==> src/rtl/nios_led3_btn_dbpio.sv <==
// Avalon-MM push-button PIO: per-channel synchroniser, counter debouncer,
// selectable rise/fall edge capture with write-1-to-clear, and a level irq.
module nios_led3_btn_dbpio #(
    parameter int unsigned WIDTH           = 2,
    parameter int unsigned DEBOUNCE_CYCLES = 16
) (
    input  logic             clk,
    input  logic             reset_n,
    input  logic [2:0]       address_i,
    input  logic             chipselect_i,
    input  logic             write_n_i,
    input  logic [31:0]      writedata_i,
    input  logic [WIDTH-1:0] in_port_i,
    output logic [31:0]      readdata_o,
    output logic             irq_o
);

    localparam int unsigned CntW = (DEBOUNCE_CYCLES > 1) ? $clog2(DEBOUNCE_CYCLES + 1) : 1;

    logic [WIDTH-1:0] sync1_q, sync2_q, stable, prev_q;
    logic [WIDTH-1:0] mask_q, mask_d, rise_en_q, rise_en_d, fall_en_q, fall_en_d;
    logic [WIDTH-1:0] cap_q, cap_d, set_edge, wdata;
    logic [31:0]      rdata_d;
    logic             wr, wr_mask, wr_cap, wr_rise, wr_fall;

    always_ff @(posedge clk or negedge reset_n) begin
        if (!reset_n) begin
            sync1_q <= '0;
            sync2_q <= '0;
        end else begin
            sync1_q <= in_port_i;
            sync2_q <= sync1_q;
        end
    end

    for (genvar i = 0; i < WIDTH; i++) begin : g_chan
        if (DEBOUNCE_CYCLES == 0) begin : g_bypass
            logic st_q;
            always_ff @(posedge clk or negedge reset_n) begin
                if (!reset_n) st_q <= 1'b0;
                else          st_q <= sync2_q[i];
            end
            assign stable[i] = st_q;
        end else begin : g_deb
            logic            st_q, st_d;
            logic [CntW-1:0] cnt_q, cnt_d;

            // Counter tracks consecutive cycles of disagreement; it never wraps
            // because it clears at DEBOUNCE_CYCLES-1 when the new level is taken.
            always_comb begin
                st_d  = st_q;
                cnt_d = '0;
                if (sync2_q[i] != st_q) begin
                    if (cnt_q == CntW'(DEBOUNCE_CYCLES - 1)) st_d  = sync2_q[i];
                    else                                    cnt_d = cnt_q + CntW'(1);
                end
            end

            always_ff @(posedge clk or negedge reset_n) begin
                if (!reset_n) begin
                    st_q  <= 1'b0;
                    cnt_q <= '0;
                end else begin
                    st_q  <= st_d;
                    cnt_q <= cnt_d;
                end
            end
            assign stable[i] = st_q;
        end
    end

    if (WIDTH < 32) begin : g_unused
        logic unused_wdata;
        assign unused_wdata = ^writedata_i[31:WIDTH];
    end

    always_comb begin
        wdata     = writedata_i[WIDTH-1:0];
        wr        = chipselect_i & ~write_n_i;
        wr_mask   = wr && (address_i == 3'd2);
        wr_cap    = wr && (address_i == 3'd3);
        wr_rise   = wr && (address_i == 3'd4);
        wr_fall   = wr && (address_i == 3'd5);
        set_edge  = (stable & ~prev_q & rise_en_q) | (~stable & prev_q & fall_en_q);
        // Set is OR-ed after the clear so a same-cycle edge is never lost.
        cap_d     = (cap_q & ~(wr_cap ? wdata : '0)) | set_edge;
        mask_d    = wr_mask ? wdata : mask_q;
        rise_en_d = wr_rise ? wdata : rise_en_q;
        fall_en_d = wr_fall ? wdata : fall_en_q;
    end

    always_comb begin
        rdata_d = '0;
        case (address_i)
            3'd0:    rdata_d[WIDTH-1:0] = stable;
            3'd2:    rdata_d[WIDTH-1:0] = mask_q;
            3'd3:    rdata_d[WIDTH-1:0] = cap_q;
            3'd4:    rdata_d[WIDTH-1:0] = rise_en_q;
            3'd5:    rdata_d[WIDTH-1:0] = fall_en_q;
            default: rdata_d = '0;
        endcase
    end

    always_ff @(posedge clk or negedge reset_n) begin
        if (!reset_n) begin
            prev_q     <= '0;
            cap_q      <= '0;
            mask_q     <= '0;
            rise_en_q  <= '0;
            fall_en_q  <= '1;
            readdata_o <= '0;
        end else begin
            prev_q     <= stable;
            cap_q      <= cap_d;
            mask_q     <= mask_d;
            rise_en_q  <= rise_en_d;
            fall_en_q  <= fall_en_d;
            readdata_o <= rdata_d;
        end
    end

    assign irq_o = |(cap_q & mask_q);

endmodule
==> config.mk <==
export PLATFORM = sky130hd
export DESIGN_NAME = nios_led3_btn_dbpio
export DESIGN_NICKNAME = d
export VERILOG_FILES = /design/src/rtl/nios_led3_btn_dbpio.sv
export SDC_FILE = /design/constraint.sdc
export NUM_CORES = 1
export LEC_CHECK = 0
export ABC_AREA = 1
export ABC_CLOCK_PERIOD_IN_PS = 1600
export CAP_MARGIN = 20
export CELL_PAD_IN_SITES_DETAIL_PLACEMENT = 0
export CELL_PAD_IN_SITES_GLOBAL_PLACEMENT = 1
export CORE_MARGIN = 3
export CORE_UTILIZATION = 31
export CTS_BUF_LIST = sky130_fd_sc_hd__clkbuf_8
export CTS_CLUSTER_DIAMETER = 60
export DETAILED_ROUTE_END_ITERATION = 7
export PLACE_DENSITY = 0.95
export SYNTH_ARGS = -nofsm -noshare
export SYNTH_HDL_FRONTEND = slang
export SYNTH_SLANG_ARGS = --single-unit
==> constraint.sdc <==
create_clock -name clk -period 1.6 [get_ports clk]
set_input_delay 0.16 -clock clk [delete_from_list [all_inputs] [get_ports clk]]
set_output_delay 0.16 -clock clk [all_outputs]
set_load 0.005 [all_outputs]
==> flow_summary.yaml <==
run_status:
  status: "complete, no violations"
timing:
  fin_crit_ns: 1.516
  fmax_mhz: 659.4
  finalMaxSlewViolations: 0
  setup_slack_ns: 0.08354
  setup_viol: 0
  rsz0062_at_grt: "false"
  min_period_over_period_pct: 94.78
  finalClockSkew_ns: 0.003118
  hold_violations: 0
  finalSetupTns_ns: 0
clock_network:
  cts_buffers: 3
  postCtsResizedCells: 0
  cts_max_path_buffers: 2
  cts.hold.buffers_added: 0
  clock_latency_ns: 0.28
  cts.sinks: 28
  clk_pin_slew_worst_paths_ns: 0.09
  htree_num_levels: 1
  cts_root_buf: "clkbuf_8"
  cts_tree: "built"
  post-cts-setup-buffers: 0
synth:
  synth_compound_area_share_pct: 3.745
  synth_edf_count: 0
  synth_fa_ha_area_share_pct: 1.702
  ys_seq_area_share_pct: 47.83
  synth_area_sq_mm: 0.001470
  synth.top_cells.by_area: "dfrtp_1 (44%), buf_4 (15%), nand2_1 (8.7%)"
  synth_top_area_share_pct: 44.26
  ys_ff_latch: 28
  synthMuxAreaShare_pct: 0
  synthXorXnorAreaFrac_pct: 1.787
  async_reset_ff_share_pct: 100.0
  synth_cell_types: 22
  synthCells: 174
  yosysTopAreaCell: "dfrtp_1"
  synth_common_cells: "nand2_1 (34), buf_4 (30), dfrtp_1 (26)"
  ys.flop_type: "dfrtp_1"
  yosysMostFrequentCell: "nand2_1"
  synth-simple-area-share_pct: 24.00
  syn_area_per_cell_sq_um: 8.449
  synth_top_family_by_area: "simple AND/OR/NAND/NOR gates"
  ys.warnings.count: 0
routing:
  num_vias: 999
  ant_nets: 0
  wl_per_cell_um: 9.488
  first_pass_iters: 4
  drc: 0
  drt_wl_total_um: 2296
  drtIter0Drc: 27
  vias_per_cell: 4.128
layout:
  drive_gt1_share_pct: 7.895
  stdcell_area_sq_mm: 0.001617
  layout.nets: 234
  syn_to_final_growth_pct: 9.957
  antenna_cells: 0
placed_design:
  io_buffers: 13
  place_congestion: 0.8042
  place_area_sq_mm: 0.001545
  place_ws_ns: 0.2152
  hpwlAfterDp_um: 1729
worst_setup_path:
  critical_path.max_fanout: 2
  r2r-start: "g_chan[1].g_deb.cnt_q[0]$_DFF_PN0_"
  worstPathRequired_ns: 1.44
  startpoint: "mask_q[1]$_DFFE_PN0P_"
  arrival_ns: 1.36
  critPathLaunchType: "flip-flop"
  endpoint_kind: "primary output"
  crit_type: "reg2out"
flow_run:
  cap_violations: 0
global_routing:
  grt_pass1_vias: 876
  grt_pass1_wl_um: 3801
  antenna_found_initial: 0
  overflow: 0
  grt_use_total_pct: 8.846
  grt_max_degree: 29
power:
  p_leak_nw: 0.8097
  ir_drop_mv: 0.3414
  power_density_mw_per_mm2: 982.4
  p_total_mw: 1.588
floorplan:
  ios: 74
  die_y_um: 74.87
  num_rows: 24
  coreArea_sq_mm: 0.004474
  die_area_sq_mm: 0.005605
  die_x_um: 74.87
  start_util_pct: 32.86
hold_path:
  hold_class: "in2async"
==> placed cells by master (no fill, tap or decap) <==
cell type         n
nand4_1           4
xor2_1            2
nand2_2           1
conb_1           30
nor2_1           21
dfstp_2           2
a21oi_1           2
nor2_2            4
nand3_2           1
nor3_1            3
bufinv_16         1
o21ai_0           7
ha_1              2
xnor2_1           1
clkbuf_8          3
inv_2             2
inv_1            16
dfrtp_1          26
nor3b_1           2
clkdlybuf4s50_1  13
nand2_1          34
o21ai_1           2
buf_4             1
nand3_1          10
==> logic make-up after synthesis <==
family	after synthesis
and+or+nand+nor	80
buffers and inverters	49
DFF	28
AOI/OAI and AO/OA	11
xor gates and xnor gates	3
adders and majority gates	2
other	1
==> worst max-delay path, stage by stage (launching register included) <==
cell             delay, ns
dfrtp_1               0.37
inv_1                 0.05
o21ai_0               0.14
clkdlybuf4s50_1       0.52
==> layout make-up <==
| class | count | area [sq um] |
|---|---|---|
| clock buffers | 3 | 41.29 |
| well taps | 52 | 65.06 |
| inverters | 18 | 67.56 |
| multi-input cells | 126 | 571.8 |
| flip-flops and latches | 28 | 703.2 |
| clock inverters | 1 | 30.03 |
| fillers | 457 | 2858 |
| repair buffers | 14 | 137.6 |
==> layer usage <==
metal	vias to the layer above	track usage [%]	wire length, um
met5	-	0	0
met4	0	2.372	24
met3	4	3.338	159
met2	31	13.83	1047
met1	445	11.52	1064
li1	519	-	-
==> metrics by stage <==
step | utilization (%) | std cells | hold WS, ns
final | 36.13 | 242 | 0.2554
after global routing | 36.13 | 242 | 0.2873
after CTS | 36.13 | 242 | 0.2683
after detailed placement | 34.54 | 238 | 0.3364
after global placement | 34.54 | 238 | 0.3314
after floorplan | - | 203 | -0.1356
==> report_power, final <==
| group | switching [mW] | internal (mW) |
|---|---|---|
| logic | 0.120 | 0.0904 |
| clock network | 0.219 | 0.335 |
| registers | 0.0404 | 0.783 |
==> registers in the layout (all words and copies together), names as in the netlist <==
register	cells
sync2_q	2
fall_en_q	2
prev_q	2
sync1_q	2
rise_en_q	2
cap_q	2
mask_q	2
readdata_o	2
g_chan.g_deb.cnt_q	10
g_chan.g_deb.st_q	2
==> path summary, 6_finish.rpt <==
path,endpoint,slack [ns],depth (start not counted)
max in group asynchronous,fall_en_q[1]$_DFFE_PN1P_,1.04,2
setup / recovery,irq_o,0.08,3
setup reg to reg,g_chan[1].g_deb.cnt_q[3]$_DFF_PN0_,0.41,6
hold reg to reg,sync2_q[1]$_DFF_PN0_,0.36,0
hold / removal,readdata_o[0]$_DFF_PN0_,0.26,2
min in group clk,sync1_q[1]$_DFF_PN0_,0.31,1
Power figures use the tool's default switching activity.
